`config.mk`:
```
export PLATFORM = sky130hd
export DESIGN_NAME = alu_exec_ctrl
export DESIGN_NICKNAME = d
export VERILOG_FILES = /design/src/rtl/alu_exec_ctrl.sv
export SDC_FILE = /design/constraint.sdc
export NUM_CORES = 1
export LEC_CHECK = 0
export ABC_AREA = 0
export BUFFER_PORTS_ARGS = -buffer_cell sky130_fd_sc_hd__buf_2
export CAP_MARGIN = 20
export CORE_ASPECT_RATIO = 0.6
export CORE_MARGIN = 5
export CORE_UTILIZATION = 50
export DETAILED_ROUTE_END_ITERATION = 8
export PLACE_DENSITY = 0.81
export SLEW_MARGIN = 10
export SYNTH_ARGS = -nofsm -noshare
export SYNTH_HDL_FRONTEND = slang
export SYNTH_SLANG_ARGS = --single-unit
```
`constraint.sdc`:
```
create_clock -name clk -period 26.6 [get_ports clk]
set_clock_uncertainty 0.15 [all_clocks]
set_input_delay 3.99 -clock clk [delete_from_list [all_inputs] [get_ports clk]]
set_output_delay 3.99 -clock clk [all_outputs]
set_load 0.05 [all_outputs]
```
`src/rtl/alu_exec_ctrl.sv`:
```
// Execute-stage sequencer: reads operands from an 8x32 register file, drives the ALU
// and writes the captured result back; also supports immediate loads.
module alu_exec_ctrl #(
    parameter int NREG  = 8,
    parameter int WIDTH = 32
) (
    input  logic                    clk,
    input  logic                    rst,
    input  logic                    in_valid,
    output logic                    in_ready,
    input  logic                    in_load,
    input  logic [3:0]              in_op,
    input  logic [$clog2(NREG)-1:0] in_rd,
    input  logic [$clog2(NREG)-1:0] in_rs,
    input  logic [$clog2(NREG)-1:0] in_rt,
    input  logic [WIDTH-1:0]        in_imm,
    output logic [WIDTH-1:0]        alu_x,
    output logic [WIDTH-1:0]        alu_y,
    output logic [3:0]              alu_op,
    input  logic [WIDTH-1:0]        alu_z,
    input  logic                    alu_equal,
    input  logic                    alu_overflow,
    output logic                    done,
    output logic [2:0]              flags,
    input  logic [$clog2(NREG)-1:0] dbg_addr,
    output logic [WIDTH-1:0]        dbg_data
);

    localparam int AW = $clog2(NREG);

    typedef enum logic [2:0] {
        IDLE,
        LOAD,
        READ,
        EXEC,
        WB
    } state_t;

    state_t           state;
    logic [WIDTH-1:0] regs [NREG];
    logic [WIDTH-1:0] result_q;
    logic [WIDTH-1:0] imm_q;
    logic [3:0]       op_q;
    logic [AW-1:0]    rd_q;
    logic [AW-1:0]    rs_q;
    logic [AW-1:0]    rt_q;

    // r0 is never written and always reads as zero
    function automatic logic [WIDTH-1:0] rd_reg(input logic [AW-1:0] a);
        return (a == '0) ? '0 : regs[a];
    endfunction

    assign dbg_data = rd_reg(dbg_addr);

    always_ff @(posedge clk or posedge rst) begin
        if (rst) begin
            state    <= IDLE;
            in_ready <= 1'b1;
            done     <= 1'b0;
            alu_x    <= '0;
            alu_y    <= '0;
            alu_op   <= '0;
            flags    <= '0;
            result_q <= '0;
            imm_q    <= '0;
            op_q     <= '0;
            rd_q     <= '0;
            rs_q     <= '0;
            rt_q     <= '0;
            for (int i = 0; i < NREG; i++) begin
                regs[i] <= '0;
            end
        end else begin
            done <= 1'b0;
            unique case (state)
                IDLE: begin
                    if (in_valid) begin
                        imm_q    <= in_imm;
                        op_q     <= in_op;
                        rd_q     <= in_rd;
                        rs_q     <= in_rs;
                        rt_q     <= in_rt;
                        in_ready <= 1'b0;
                        if (in_load) begin
                            state <= LOAD;
                            done  <= 1'b1;
                        end else begin
                            state <= READ;
                        end
                    end
                end
                LOAD: begin
                    if (rd_q != '0) regs[rd_q] <= imm_q;
                    in_ready <= 1'b1;
                    state    <= IDLE;
                end
                READ: begin
                    alu_x  <= rd_reg(rs_q);
                    alu_y  <= rd_reg(rt_q);
                    alu_op <= op_q;
                    state  <= EXEC;
                end
                EXEC: begin
                    result_q <= alu_z;
                    flags    <= {alu_equal, alu_overflow, (alu_z == '0)};
                    done     <= 1'b1;
                    state    <= WB;
                end
                WB: begin
                    if (rd_q != '0) regs[rd_q] <= result_q;
                    in_ready <= 1'b1;
                    state    <= IDLE;
                end
                default: begin
                    in_ready <= 1'b1;
                    state    <= IDLE;
                end
            endcase
        end
    end

endmodule
```
# Word-level counts from Yosys, hierarchy flattened
# Index checks and enable logic that the tools add are counted.
dict set report totals {
  regBits 409
  latch_bits 0
  mem_bits_rw 0
  rom_bits 0
  in_bits 86
  output_inout_bits 105
  elab_cells 77
  mem_count 0
}
dict set report classes {
  n_addsub 0
  n_mul 0
  div_mod_pow 0
  magnitude_cmp 5
  eq_ne 7
  shift 0
  muxes 27
  n_bitwise 5
  reduce_logical 12
}
# operator count
set op_table {}
lappend op_table {{bitwise mux 256 bit} 2}
lappend op_table {{2-to-1 mux 256 bit} 2}
lappend op_table {{one-hot mux 256 bit (2 select lines)} 1}
lappend op_table {{2-to-1 mux 32 bit} 10}
lappend op_table {{binary-select mux 32 bit (select 3 bit)} 3}
lappend op_table {{demux 32 bit (select 3 bit)} 1}
lappend op_table {{zero test 32 bit} 1}
lappend op_table {{>= comparator 4 bit, second input constant} 4}
lappend op_table {{NOT 3 -> 4 bit} 4}
lappend op_table {{zero test 3 bit} 4}
lappend op_table {{one-hot mux 3 bit (3 select lines)} 1}
lappend op_table {{equality test 3 x 2 -> 1 bit, second input constant} 2}
lappend op_table {{!= test 2 bit, second input constant} 3}
lappend op_table {{less-than comparator 4 x 1 -> 1 bit, second input constant} 1}
lappend op_table {{one-hot mux 1 bit (2 select lines)} 2}
lappend op_table {{AND reduction 2 bit} 2}
lappend op_table {{equality test 3 x 1 -> 1 bit, second input constant} 1}
lappend op_table {{equality test 3 bit, second input constant} 1}
lappend op_table {{2-to-1 mux 1 bit} 3}
lappend op_table {{2-to-1 mux 3 bit} 1}
lappend op_table {{AND reduction 3 bit} 1}
lappend op_table {{nonzero test 3 bit} 1}
lappend op_table {{2-to-1 mux 2 bit} 1}
lappend op_table {{nonzero test 2 bit} 1}
lappend op_table {{other kinds (3)} 3}

# Logic depth before layout (Yosys ltp)
# Gate-level depths: netlist of the first run.
dict set report depth {
  ltp_word 8
  ltp_mapped 6
  depth_no_buf 3
}

# Worst setup path after synthesis of the first run
# No wires, ideal clock.
dict set report synth_timing {
  kind {input-to-output}
  startpoint {input port dbg_addr[1]}
  endpoint {output port dbg_data[31]}
  t_arrival_ns 5.969
  required_ns 22.460
  path_slack_ns 16.491
  stages 5
  path_buffers 2
  cell_sequence {buf_2 > nor2b_1 > clkbuf_1 > a22oi_1 > o21ai_0}
}
dict set report synth_between {
  elab_chain_cells 5
  elab_cells_between_ends 6
  classes_between {mux (4); bitwise (1); reduce/logical (1)}
}
# item line_no
set synth_rtl {}
lappend synth_rtl {{start, declared} 25} ;# input logic [$clog2(NREG)-1:0] dbg_addr,
lappend synth_rtl {{NOT 3 -> 4 bit (not written as such)} 50} ;# return (a == '0) ? '0 : regs[a];
lappend synth_rtl {{binary-select mux 32 bit (select 3 bit)} 50}
lappend synth_rtl {{2-to-1 mux 32 bit (not written as such) (2 in a row)} 50}
lappend synth_rtl {{2-to-1 mux 32 bit (*)} 50}
lappend synth_rtl {{end, declared} 26} ;# output logic [WIDTH-1:0] dbg_data
# Mark *: on every way between the ends. The rest lies on a longest branch, timed or not. The select of a mux whose other input is x is not followed.

# Final worst setup path of the first run
dict set report layout_timing {
  startpoint {input port dbg_addr[1]}
  endpoint {output port dbg_data[19]}
}
# The elaborated chain is that of the path after synthesis.

==> results.sh, run 1 <==
export IMPL_hold_start="op_q[2]$_DFFE_PP0P_"
export IMPL_synth_top_area_frac=0.477
export IMPL_tns_ns=0
export IMPL_syn_avg_cell_area_um2=13.1
export IMPL_ys_ff_latch=377
export IMPL_synth_edff_count=0
export IMPL_yosysMostFrequentCell="mux2_2"
export IMPL_timing_rr_end="regs[20]$_DFFE_PP0P_"
export IMPL_synth_warnings=0
export IMPL_ctsHoldBuffers=0
export IMPL_arrival_ns=6.17
export IMPL_maxCapViolCount=0
export IMPL_root_buffer="clkbuf_16"
export IMPL_place_hpwl_um=34200
export IMPL_core_area_um2=39000
export IMPL_synth_mux_area_frac=0.352
export IMPL_status="finished clean"
export IMPL_rsz0062_at_grt="false"
export IMPL_synth_area_leaders="dfrtp_1 (48%), mux2_2 (23%), mux2i_1 (6.5%)"
export IMPL_antenna_left=0
export IMPL_clkTransAtPathRegs_ns=0.06
export IMPL_synthFlopType="dfrtp_1"
export IMPL_cts_sinks=377
export IMPL_cp_endpoint="dbg_data[19]"
export IMPL_wire_per_inst_um=25.7
export IMPL_numCtsBuffers=39
export IMPL_cts_htree_levels=2
export IMPL_min_path_type="flip-flop to flip-flop"
export IMPL_grt_max_degree=115
export IMPL_first_pass_iters=6
export IMPL_synth_top_area_cell="dfrtp_1"
export IMPL_post_cts_buffers=0
export IMPL_syn_num_nets=1591
export IMPL_start_util=0.505
export IMPL_crit_start="dbg_addr[1]"
export IMPL_path_class="input port to output port"
export IMPL_power_leakage_nw=9.64
export IMPL_worst_pin_slew_ns=1.21
export IMPL_finalCriticalPeriod_ns=10.31
export IMPL_worstPathMaxFanout=32
export IMPL_critPathLaunchType="input port"
export IMPL_dieArea_um2=43600
export IMPL_synth_area_um2=19700
export IMPL_synth_xor_xnor_area_share=0.00140
export IMPL_hold_violations=0
export IMPL_hold_depth=2
export IMPL_setup_viol_count_final=0
export IMPL_slew_headroom=0.195
export IMPL_ys_types=39
export IMPL_die_w_um=266
export IMPL_via_per_inst=6.42
export IMPL_ir_worst_vdd_uv=101
export IMPL_cp_required_ns=22.46
export IMPL_gr_total_overflow=0
export IMPL_fillers=3117
export IMPL_clk_latency_ns=0.53
export IMPL_cts_tree="yes"
export IMPL_drt_iter0_markers=1437
export IMPL_synth_top_family_by_area="multiplexers"
export IMPL_syn_inst=1505
export IMPL_antenna_found_initial=4
export IMPL_clock_path_buffers=3
export IMPL_holdWs_ns=0.333
export IMPL_grt_pass1_vias=14700
export IMPL_routabilityCongestion=0.860
export IMPL_grt_usage=0.254
export IMPL_die_height_um=164
export IMPL_period_share=0.388
export IMPL_n_antenna_cell=0
export IMPL_cts_resized=0
export IMPL_yosysSeqAreaShare=0.479
export IMPL_drc=0
export IMPL_fmax_mhz=96.9
export IMPL_num_vias=14000
export IMPL_numPortBuffers=190
export IMPL_num_rows=56
export IMPL_end_kind="output port"
export IMPL_drv_slew=0
export IMPL_grt_pass1_wl_um=87300
export IMPL_powerDensity_nw_per_um2=146
export IMPL_r2r_setup_slack_ns=23.52
export IMPL_areaGrowthSynthToFinish_pct=12.7
export IMPL_final_nets=1722
export IMPL_postRouteWirelength_um=56200
export IMPL_r2r_start="state[2]$_DFFE_PP0P_"
export IMPL_ys_async_sr_fraction=1.00
export IMPL_yosys_top_cells_count="mux2_2 (411), dfrtp_1 (376), mux2i_1 (128)"
export IMPL_synth_compound_area_frac=0.0945
export IMPL_synth_fa_ha_area_frac=0
export IMPL_drive_above_1_share=0.456
export IMPL_ios=191
export IMPL_yosys_area_share_simple=0.0336
export IMPL_r2r_worst_path_cells=4
==> cell usage in the layout (no fill, tap or decap), types with 2 or more instances in the layout <==
cell type,count
o31ai_1,2
clkbuf_1,9
nor2b_1,2
clkbuf_8,12
mux2i_1,128
nand2_1,24
o21ai_0,3
buf_2,188
nor3_4,3
a221oi_1,32
nor2_1,61
a22oi_1,62
dfrtp_4,2
nor3b_4,2
mux2_1,8
inv_1,34
nand2b_1,2
nor3b_2,2
mux2_2,411
buf_4,26
o22a_1,61
a21oi_1,32
and2_2,2
dfrtp_1,374
clkinv_2,7
clkbuf_16,41
nor4_1,8
mux4_2,35
nand4_1,2
nand2b_2,4
mux2_4,10
a31oi_1,61
nor4_4,4
==> per-stage QoR <==
stage | util | cell area, um2 | cells | setup WS [ns] | power [W]
after global placement | 0.536 | 20900 | 2117 | 16.32 | 0.00260
final | 0.569 | 22200 | 2188 | 16.29 | 0.00324
after floorplan | - | 19700 | 1505 | 11.99 | 0.00225
after CTS | 0.569 | 22200 | 2188 | 16.29 | 0.00323
after global routing | 0.569 | 22200 | 2188 | 16.13 | 0.00340
after detailed placement | 0.536 | 20900 | 2117 | 16.28 | 0.00266
==> state kept, by name, summed over array words and instances, names as in the netlist <==
signal / count
rt_q: 3
alu_y: 32
regs: 224
op_q: 4
state: 3
in_ready: 1
imm_q: 32
flags: 3
alu_op: 4
alu_x: 32
rs_q: 3
rd_q: 3
result_q: 32
done: 1
==> critical path, cell delays in order <==
cell and delay [ns]:
buf_4 0.26, nor2b_4 1.01, a221oi_1 0.26, a21oi_1 0.30, buf_2 0.33
==> area by class of cell <==
type                            count  area, um2  area share
Sequential cell                   377       9440       0.425
Timing Repair Buffer              214       1140      0.0511
Clock buffer                       62       1220      0.0551
Clock inverter                      9       73.8     0.00332
Inverter                           35        139     0.00625
Tap cell                          522        653      0.0294
Multi-Input combinational cell    969       9550       0.430
==> worst min-delay path by stage <==
stage                                  to  slack [ns]
global route        alu_op[1]$_DFFE_PP0N_        0.35
detailed placement  alu_op[2]$_DFFE_PP0N_        0.32
CTS                 alu_op[2]$_DFFE_PP0N_        0.33
finish              alu_op[2]$_DFFE_PP0N_        0.33
floorplan           alu_op[0]$_DFFE_PP0N_        0.28
global placement    alu_op[3]$_DFFE_PP0N_        0.30
==> where the power goes <==
part / leakage [nW] / internal [W] / total, W / switching [W]
Sequential: 4.58 / 0.000860 / 0.00116 / 0.000299
Combinational: 4.41 / 0.000657 / 0.00153 / 0.000873
Clock: 0.648 / 0.000326 / 0.000555 / 0.000229
==> metal layers <==
metal  up-vias  GRT usage  part of all wire
li1       5960          -                 -
met1      7170      0.372              0.44
met2       758      0.381              0.43
met3       141     0.0674             0.099
met4         8     0.0650             0.025
met5         -          0           0.00068
==> cells by family after synthesis <==
kind of cell,count (synthesis)
compound gates,254
mux,592
simple gates,122
xor+xnor,1
flops,377
buf+inv,159
Power figures use the tool's default switching activity.
==> inputs of run 2 (changes only) <==
- PLACE_DENSITY: 0.81 -> 0.84
- clock period: 26.6 -> 8.85 ns (I/O delays scaled with it)
==> run 2 against run 1 <==
Net effect:
- cell count barely moved
- routed wire length shrank 0.48%
- via count decreased by 0.24%
- global-route usage increased by 0.13 points
- worst setup slack lost 13 ns
- combinational power grew to 3.0 times the previous value
- utilization about the same
- critical endpoint is now dbg_data[15]
- largest power group unchanged
- highest routed layer unchanged
==> results.sh, run 2 (synthesis results as in run 1) <==
export IMPL_hold_violations=0
export IMPL_top_register="regs"
export IMPL_antenna_found_initial=4
export IMPL_setup_ws_ns=3.75
export IMPL_ctsHoldBuffers=0
export IMPL_cts_htree_levels=2
export IMPL_numCtsBuffers=37
export IMPL_path_class="input port to output port"
export IMPL_largest_reg_flops=224
export IMPL_post_cts_buffers=0
export IMPL_clock_path_buffers=3
export IMPL_grt_pass1_wl_um=87300
export IMPL_drive_above_1_share=0.456
export IMPL_clkTransAtPathRegs_ns=0.06
export IMPL_routabilityCongestion=0.835
export IMPL_pre_cts_ws_ns=3.76
export IMPL_rsz0062_at_grt="false"
export IMPL_fmax_mhz=196
export IMPL_ios=191
export IMPL_drc=0
export IMPL_start_util=0.505
export IMPL_postRouteWirelength_um=56000
export IMPL_fin_util=0.569
export IMPL_die_height_um=164
export IMPL_n_antenna_cell=0
export IMPL_drt_iter0_markers=1342
export IMPL_power_leakage_nw=9.62
export IMPL_status="finished clean"
export IMPL_antenna_left=0
export IMPL_grt_max_degree=149
export IMPL_maxCapViolCount=0
export IMPL_root_buffer="clkbuf_16"
export IMPL_gr_total_overflow=0
export IMPL_num_vias=14000
export IMPL_powerDensity_nw_per_um2=435
export IMPL_via_per_inst=6.41
export IMPL_cts_tree="yes"
export IMPL_grt_usage=0.256
export IMPL_wire_per_inst_um=25.6
export IMPL_finalCriticalPeriod_ns=5.10
export IMPL_worst_pin_slew_ns=1.16
export IMPL_numPortBuffers=190
export IMPL_cts_sinks=377
export IMPL_place_hpwl_um=34000
export IMPL_clk_latency_ns=0.53
export IMPL_end_kind="output port"
export IMPL_ir_worst_vdd_uv=277
export IMPL_critPathLaunchType="input port"
export IMPL_arrival_ns=3.62
export IMPL_cp_required_ns=7.37
export IMPL_num_rows=56
export IMPL_drv_slew=0
export IMPL_min_path_type="flip-flop to flip-flop"
export IMPL_final_cells=2186
export IMPL_fillers=3137
export IMPL_final_nets=1724
export IMPL_cts_resized=0
export IMPL_worstPathMaxFanout=32
export IMPL_first_pass_iters=7
export IMPL_mostFrequentLayoutCell="mux2_2"
export IMPL_core_area_um2=39000
export IMPL_die_w_um=266
export IMPL_setup_viol_count_final=0
export IMPL_final_cell_mix="mux2_2 (411), dfrtp_1 (374), buf_2 (189)"
export IMPL_grt_pass1_vias=14700
export IMPL_tns_ns=0
export IMPL_areaGrowthSynthToFinish_pct=12.6
export IMPL_period_share=0.576
export IMPL_dieArea_um2=43600
export IMPL_dp_cells=2119
export IMPL_slew_headroom=0.224
## run 2: cell types whose count changed in the layout (fill, tap and decap cells not counted), sizes merged
cell,delta
bufinv,+1
clkinv,-1
buf,+4
clkinvlp,+2
clkbuf,-8
## run 2: area by class of cell
cell class	count	area, um2	area share
Multi-Input combinational cell	969	9540	0.430
Sequential cell	377	9440	0.425
Timing Repair Buffer	218	1210	0.0546
Clock buffer	54	1100	0.0497
Tap cell	522	653	0.0294
Inverter	35	135	0.00609
Clock inverter	11	115	0.00519
## run 2: routing by layer
| metal | GRT usage | vias to the layer above | wire length, um |
|---|---|---|---|
| li1 | - | 5936 | - |
| met1 | 0.367 | 7177 | 24000 |
| met2 | 0.385 | 719 | 24800 |
| met3 | 0.0650 | 164 | 5300 |
| met4 | 0.0821 | 8 | 1790 |
| met5 | 0 | - | 46 |
## run 2: worst paths after layout
kind	start	end	slack [ns]	cells after the start
setup / recovery	dbg_addr[0]	dbg_data[15]	3.75	5
hold / removal	op_q[3]$_DFFE_PP0P_	alu_op[3]$_DFFE_PP0N_	0.32	2
setup reg to reg	state[1]$_DFFE_PP0P_	alu_x[21]$_DFFE_PP0N_	5.75	5
hold reg to reg	op_q[3]$_DFFE_PP0P_	alu_op[3]$_DFFE_PP0N_	0.32	2
max in group asynchronous	rst	regs[108]$_DFFE_PP0P_	6.16	4
min in group asynchronous	rst	result_q[31]$_DFFE_PP0N_	0.89	3
## run 2: worst max-delay path, stage by stage
cell	delay (ns)
buf_2	0.36
nor2b_4	1.01
a221oi_1	0.23
a21oi_1	0.32
buf_2	0.33
## run 2: report_power, final
part	total (W)	switching [W]	internal, W
combinational	0.00458	0.00261	0.00198
clock	0.00160	0.000673	0.000925
sequential	0.00348	0.000900	0.00258
total	0.00967	0.00418	0.00549
## run 2: per-stage QoR
stage               hold WS (ns)  cell area, um2  total power, W
finish                     0.318           22200         0.00967
global route               0.360           22200          0.0102
CTS                        0.319           22200         0.00963
detailed placement         0.305           20900         0.00801
global placement           0.299           20900         0.00780
floorplan                  0.285           19700         0.00677
==> inputs of run 3 (changes only) <==
- clock period: 8.85 -> 4.4 ns (I/O delays scaled with it)
==> run 3 against run 2 <==
Net effect:
- routed wire length rose by 0.56%
- die area did not move
- global-route usage rose by 0.17 points
- via count rose by 0.51%
- combinational power rose by 100%
- worst setup slack got worse by 2.6 ns
- largest cell class unchanged
- largest power group unchanged
==> results.sh, run 3 (synthesis results as in run 1) <==
export IMPL_antenna_found_initial=2
export IMPL_placed_cell_area_um2=21100
export IMPL_postRouteWirelength_um=56300
export IMPL_maxCapViolCount=0
export IMPL_clkTransAtPathRegs_ns=0.06
export IMPL_n_antenna_cell=0
export IMPL_drv_slew=0
export IMPL_dieArea_um2=43600
export IMPL_grt_max_degree=122
export IMPL_fin_util=0.571
export IMPL_num_rows=56
export IMPL_cts_resized=0
export IMPL_path_class="input port to output port"
export IMPL_cts_sinks=377
export IMPL_drt_iter0_markers=1542
export IMPL_ios=191
export IMPL_p_int_w=0.0111
export IMPL_largest_reg_flops=224
export IMPL_finalCriticalPeriod_ns=3.29
export IMPL_r2r_setup_slack_ns=1.61
export IMPL_clkPwrFrac=0.164
export IMPL_drive_above_1_share=0.455
export IMPL_setup_viol_count_final=0
export IMPL_root_buffer="clkbuf_16"
export IMPL_power_leakage_nw=9.65
export IMPL_timing_rr_end="regs[22]$_DFFE_PP0P_"
export IMPL_ctsHoldBuffers=0
export IMPL_grt_pass1_wl_um=88300
export IMPL_hold_violations=0
export IMPL_clock_path_buffers=3
export IMPL_post_cts_buffers=0
export IMPL_period_share=0.747
export IMPL_power_frac_comb=0.479
export IMPL_grt_pass1_vias=14900
export IMPL_end_kind="output port"
export IMPL_pre_cts_ws_ns=1.11
export IMPL_routabilityCongestion=0.828
export IMPL_worstPathMaxFanout=40
export IMPL_p_sw_w=0.00844
export IMPL_gr_total_overflow=0
export IMPL_clk_latency_ns=0.53
export IMPL_areaGrowthSynthToFinish_pct=13.1
export IMPL_drc=0
export IMPL_rsz0062_at_grt="false"
export IMPL_holdWs_ns=0.118
export IMPL_num_vias=14100
export IMPL_cts_tree="yes"
export IMPL_min_path_type="input port to asynchronous set/reset pin"
export IMPL_cts_htree_levels=2
export IMPL_die_height_um=164
export IMPL_worst_pin_slew_ns=1.21
export IMPL_swShare=0.432
export IMPL_start_util=0.505
export IMPL_die_w_um=266
export IMPL_antenna_left=0
export IMPL_r2r_worst_path_cells=4
export IMPL_numPortBuffers=190
export IMPL_top_register="regs"
export IMPL_numCtsBuffers=37
export IMPL_final_area_um2=22300
export IMPL_arrival_ns=2.48
export IMPL_via_per_inst=6.42
export IMPL_final_nets=1729
export IMPL_status="finished clean"
export IMPL_wire_per_inst_um=25.7
export IMPL_final_cell_mix="mux2_2 (411), dfrtp_1 (374), buf_2 (189)"
export IMPL_mostFrequentLayoutCell="mux2_2"
export IMPL_slew_headroom=0.193
export IMPL_fillers=3106
export IMPL_r2r_start="state[2]$_DFFE_PP0P_"
export IMPL_fmax_mhz=304
export IMPL_powerDensity_nw_per_um2=876
export IMPL_setup_ws_ns=1.11
export IMPL_first_pass_iters=6
export IMPL_grt_usage=0.257
export IMPL_critPathLaunchType="input port"
export IMPL_core_area_um2=39000
export IMPL_ir_worst_vdd_uv=576
export IMPL_place_hpwl_um=34800
export IMPL_cp_required_ns=3.59
export IMPL_total_power_w=0.0195
export IMPL_pwr_share_seq=0.357
## run 3: changes by cell type in the layout (fill, tap and decap cells not counted)
cell	previous run	this run
buf_8	2	0
inv_6	2	0
clkbuf_8	7	5
clkinv_2	6	5
clkbuf_1	8	12
clkbuf_16	39	37
buf_4	25	24
buf_12	1	10
clkinvlp_4	2	3
bufinv_16	2	4
buf_16	1	0
## run 3: worst max-delay path: stages
cell,delay (ns)
buf_4,0.09
buf_4,0.60
mux4_2,0.35
inv_1,0.04
a21oi_1,0.35
buf_2,0.35
## run 3: power by group through the flow
| stage | Clock (W) | Sequential (W) | Combinational [W] |
|---|---|---|---|
| 3_5_place_dp | 0 | 0.00695 | 0.00922 |
| 6_report | 0.00321 | 0.00698 | 0.00935 |
| 3_3_place_gp | 0 | 0.00679 | 0.00897 |
| 5_1_grt | 0.00342 | 0.00719 | 0.00994 |
| 2_1_floorplan | 0 | 0.00740 | 0.00621 |
| 4_1_cts | 0.00326 | 0.00691 | 0.00928 |
## run 3: final cells by class
class / count / area [um2] / share of cell area
timing repair buffer: 223 / 1330 / 0.0595
inverter: 35 / 135 / 0.00606
sequential: 377 / 9440 / 0.424
multi-input combinational: 969 / 9540 / 0.428
clock buffer: 54 / 1040 / 0.0466
clock inverter: 11 / 160 / 0.00718
tap: 522 / 653 / 0.0293
## run 3: stage by stage
stage          std cells  setup TNS, ns
2_1_floorplan       1505        -554.03
4_1_cts             2191              0
3_5_place_dp        2126              0
3_3_place_gp        2126              0
6_report            2191              0
5_1_grt             2191              0
## run 3: per-layer routing
layer	global-route usage	vias to the layer above	part of all wire
met5	0	-	0.00046
met4	0.0837	4	0.030
met3	0.0791	151	0.11
met2	0.383	803	0.44
met1	0.364	7151	0.42
li1	-	5967	-
## run 3: worst max-delay path by stage
stage	start	to	slack (ns)	cells after the start
floorplan	rst	alu_op[0]$_DFFE_PP0N_	-1.47	1
global placement	dbg_addr[1]	dbg_data[15]	1.10	6
detailed placement	dbg_addr[1]	dbg_data[15]	1.11	6
CTS	dbg_addr[1]	dbg_data[15]	1.10	6
global route	dbg_addr[1]	dbg_data[15]	0.95	6
finish	dbg_addr[1]	dbg_data[15]	1.11	6
